==> src/rtl/light_slew_mux.sv <==
// Colour source multiplexer with a per-channel slew-rate limit on the registered output.
// busy flags any mismatch between light and target; settled pulses once when the slew completes.
module light_slew_mux #(
    parameter int NUM_SRC = 4,
    parameter int NUM_CH  = 3,
    parameter int CH_W    = 8,
    parameter int STEP    = 16,
    localparam int SEL_W  = $clog2(NUM_SRC),
    localparam int W      = NUM_CH * CH_W
) (
    input  logic                 clk,
    input  logic                 rst_n,
    input  logic [NUM_SRC*W-1:0] src,
    input  logic [SEL_W-1:0]     sel,
    input  logic                 enable,
    output logic [W-1:0]         light,
    output logic                 busy,
    output logic                 settled
);

    localparam logic [CH_W:0] STEP_V = (CH_W+1)'(STEP);

    typedef enum logic {IDLE, SLEW} state_t;

    state_t         state_q, state, state_d;
    logic [W-1:0]   sel_word, target, latched, light_d;
    logic           sel_ok, differ, converge, settled_d;
    logic [CH_W:0]  ch_t, ch_l, ch_dist, ch_move, ch_upd;

    // Out-of-range sel matches no source and falls back to the latched target.
    always_comb begin
        sel_word = '0;
        sel_ok   = 1'b0;
        for (int unsigned i = 0; i < NUM_SRC; i++) begin
            if (sel == SEL_W'(i)) begin
                sel_word = src[i*W +: W];
                sel_ok   = 1'b1;
            end
        end
        target = sel_ok ? sel_word : latched;
    end

    always_comb begin
        light_d = light;
        ch_t    = '0;
        ch_l    = '0;
        ch_dist = '0;
        ch_move = '0;
        ch_upd  = '0;
        for (int unsigned c = 0; c < NUM_CH; c++) begin
            ch_t    = {1'b0, target[c*CH_W +: CH_W]};
            ch_l    = {1'b0, light[c*CH_W +: CH_W]};
            ch_dist = (ch_t > ch_l) ? ch_t - ch_l : ch_l - ch_t;
            ch_move = (ch_dist < STEP_V) ? ch_dist : STEP_V;
            ch_upd  = (ch_t > ch_l) ? ch_l + ch_move : ch_l - ch_move;
            light_d[c*CH_W +: CH_W] = CH_W'(ch_upd);
        end
    end

    // The comparison drives the current state so busy tracks target changes between edges.
    always_comb begin
        differ   = (light != target);
        converge = (light_d == target);
        state    = state_q;
        unique case (state_q)
            IDLE: state = differ ? SLEW : IDLE;
            SLEW: state = differ ? SLEW : IDLE;
            default: state = IDLE;
        endcase
        settled_d = (state == SLEW) && enable && converge;
        state_d   = settled_d ? IDLE : state;
        busy      = (state == SLEW);
    end

    always_ff @(posedge clk or negedge rst_n) begin
        if (!rst_n) begin
            state_q <= IDLE;
            light   <= '0;
            latched <= '0;
            settled <= 1'b0;
        end else begin
            state_q <= state_d;
            settled <= settled_d;
            if (enable) light   <= light_d;
            if (sel_ok) latched <= sel_word;
        end
    end

endmodule

==> config.mk <==
export PLATFORM = sky130hd
export DESIGN_NAME = light_slew_mux
export DESIGN_NICKNAME = d
export VERILOG_FILES = /design/src/rtl/light_slew_mux.sv
export SDC_FILE = /design/constraint.sdc
export NUM_CORES = 1
export LEC_CHECK = 0
export BUFFER_PORTS_ARGS = -buffer_cell sky130_fd_sc_hd__clkbuf_2
export CORE_MARGIN = 2
export CORE_UTILIZATION = 49
export DETAILED_ROUTE_END_ITERATION = 8
export PLACE_DENSITY = 0.72
export SLEW_MARGIN = 20
export SYNTH_ARGS = -nofsm -noshare
export SYNTH_HDL_FRONTEND = slang
export SYNTH_SLANG_ARGS = --single-unit
==> constraint.sdc <==
create_clock -name clk -period 6.7 [get_ports clk]
set_input_delay 0.67 -clock clk [delete_from_list [all_inputs] [get_ports clk]]
set_output_delay 0.67 -clock clk [all_outputs]
set_load 0.005 [all_outputs]
==> flow_summary.toml <==
[status]
status = "finished clean"

[routing]
drt_iter0_markers = 297
routed_via_density = 5.73
ant_nets = 0
wl_per_cell_um = 16.8
num_vias = 5143
drc = 0
wirelength_mm = 15.1
first_pass_iters = 5

[layout]
syn_to_final_growth_pct = 14.7
antenna_cells = 0
drive_gt1_frac = 0.235
nFillCells = 972
multi_input_area_um2 = 4400
seq_area_um2 = 626
nNetsFinal = 947

[setup_path]
crit_type = "input port to register"
slowest_delay_ps = 590
end_kind = "register"
critPathMaxFanout = 24
cp-start-kind = "input port"
arrival_ps = 6390
crit_slowest_cell = "mux4_2"
required_ps = 6890

[power_and_ir_drop]
vdd_drop_max_mv = 0.240
p_leak_nw = 3.08
powerDensity_nw_per_um2 = 560

[sta]
finalCritPeriodShare = 0.925
skew_ps = 6.41
final_max_slew_viol_count = 0
hold_violations = 0
setup_tns_ps = 0
holdWs_ps = 411
fmax_mhz = 161
min_period_ps = 6200
relSlewSlack = 0.386
grt_setup_unrepaired = "false"
setup_viol = 0
worstMarginPinSlew_ps = 922

[clock_network]
htree_levels = 1
hold_buffers = 0
cts-root-buf = "clkbuf_8"
clk_latency_ps = 280
clk_pin_slew_worst_paths_ps = 100
cts_made_buffers = 3
cts_tree = "built"
cts_sinks = 25
clockBufferDepth = 2
cts_setup_buffers = 0

[grt]
overflow = 0
grt_usage = 0.259
grt_first_pass_wirelength_mm = 24.6
grt_max_degree = 42
antenna_found_initial = 0
grt_pass1_vias = 5115

[place]
dpl.hpwl_mm = 12.7
io_buffers = 126
gp_congestion = 0.945

[die]
start_util = 0.501
core-area_um2 = 10800
boundaryPins = 127
die_height_um = 109
dieArea_um2 = 11900
fp-row-count = 38
die_x_um = 109

[logic_synthesis]
synth_edf_count = 0
async_flop_share = 1.00
synth.distinct_cells = 71
synthesis.area_um2 = 5430
ys_warn_count = 0
avgSynthCellArea_um2 = 8.39
yosysSeqAreaShare = 0.115
synth_cells = 647
synth_nets = 836
ys_ff_latch = 25
synthFlopType = "dfrtp_1"

[min_path]
hp-class = "input port to asynchronous set/reset pin"

[job]
max_cap_viol_count = 0
through the flow:
step | util | std cells | total power, mW | instance area (um2) | setup slack [ps]
global route | 0.575 | 897 | 3.86 | 6230 | 8.88
finish | 0.575 | 897 | 3.49 | 6230 | 503
detailed placement | 0.569 | 893 | 3.32 | 6170 | 83.2
floorplan | - | 647 | 2.68 | 5430 | 248
CTS | 0.573 | 897 | 3.45 | 6220 | 399
global placement | 0.569 | 893 | 3.26 | 6170 | 297
placed cells by master (no fill, tap or decap), types with 24 or more instances in the layout:
cell type,instances
nor2_1,43
xnor2_1,49
clkbuf_2,126
a21oi_1,35
o21ai_0,33
mux4_2,24
nand2_1,45
inv_1,71
dfrtp_1,25
ha_1,79
timing repair:
item                                   CTS  global route
setup endpoints to repair                0             1
gates resized for setup                  0             3
endpoints found under the hold margin    0             0
flip-flops by register name (all words and copies together) (netlist names):
| register | count |
|---|---|
| light | 24 |
| settled | 1 |
final timing paths:
check	slack (ps)	to	depth (start not counted)	start
min in group clk	610	light[0]	2	light[0]
max reg2reg	1320	settled	19	light[17]
max in group asynchronous	5830	light[2]	1	rst_n
min	410	light[16]	1	rst_n
max	500	settled	27	sel[0]
min reg2reg	610	light[0]	2	light[0]
worst max-delay path: cells and delay by family:
| kind | cells | cell delay [ps] |
|---|---|---|
| AOI/OAI and AO/OA | 8 | 1430 |
| xor gates and xnor gates | 4 | 640 |
| adders and majority gates | 4 | 1160 |
| buffers and inverters | 2 | 330 |
| muxes | 1 | 590 |
| and+or+nand+nor | 8 | 1520 |
cells in the mapped netlist, types with 3 or more instances:
| library cell | number | share of area |
|---|---|---|
| nand2b_1 | 18 | 0.021 |
| mux2i_1 | 21 | 0.039 |
| nor3_1 | 12 | 0.011 |
| nor2_1 | 43 | 0.030 |
| nand2_1 | 45 | 0.031 |
| ha_1 | 79 | 0.18 |
| fa_1 | 9 | 0.033 |
| xor2_1 | 18 | 0.029 |
| o21bai_1 | 4 | 0.0055 |
| buf_2 | 4 | 0.0037 |
| a21oi_1 | 35 | 0.032 |
| nand4_1 | 8 | 0.0092 |
| clkbuf_1 | 15 | 0.010 |
| o31ai_1 | 3 | 0.0041 |
| nand3_1 | 13 | 0.012 |
| a31oi_1 | 6 | 0.0069 |
| nand3b_1 | 3 | 0.0041 |
| dfrtp_1 | 25 | 0.12 |
| o21a_1 | 7 | 0.0097 |
| inv_1 | 71 | 0.049 |
| nor2b_1 | 12 | 0.014 |
| o21ai_0 | 33 | 0.030 |
| a211oi_1 | 3 | 0.0041 |
| mux4_2 | 24 | 0.10 |
| nor4_1 | 7 | 0.0081 |
| a21o_1 | 14 | 0.019 |
| xnor2_1 | 50 | 0.081 |
| o2111ai_1 | 4 | 0.0064 |
| and2_1 | 4 | 0.0046 |
| buf_6 | 5 | 0.010 |
cell type report:
| type | instances | area share |
|---|---|---|
| inverters | 71 | 0.0428 |
| multi-input cells | 523 | 0.706 |
| well taps | 140 | 0.0281 |
| clock buffers | 3 | 0.00663 |
| repair buffers | 134 | 0.115 |
| flip-flops and latches | 25 | 0.100 |
| clock inverters | 1 | 0.00120 |
kinds of logic (layout without fill, tap and decap cells):
group | Yosys count | count (layout) | synth area share
and+or+nand+nor | 181 | 181 | 0.168
AOI/OAI and AO/OA | 139 | 139 | 0.171
buffers and inverters | 99 | 209 | 0.0776
adders and majority gates | 88 | 88 | 0.215
xor gates and xnor gates | 68 | 68 | 0.110
muxes | 47 | 47 | 0.143
DFF | 25 | 25 | 0.115
where the power goes:
| part | total [mW] | switching (mW) | internal, mW | leakage, nW |
|---|---|---|---|---|
| Sequential | 0.331 | 0.102 | 0.229 | 0.289 |
| Combinational | 3.06 | 1.70 | 1.36 | 2.77 |
| Clock | 0.0997 | 0.0573 | 0.0424 | 0.0217 |
| Total | 3.49 | 1.86 | 1.63 | 3.08 |
per-layer routing:
layer | routed length, um | share of wire | track usage | vias up
met3 | 920 | 0.061 | 0.0275 | 10
met4 | 190 | 0.013 | 0.0552 | 0
met5 | 0 | 0 | 0 | -
met1 | 6510 | 0.43 | 0.336 | 2433
li1 | - | - | - | 2496
met2 | 7500 | 0.50 | 0.465 | 204
(Power assumes the default switching activity.)
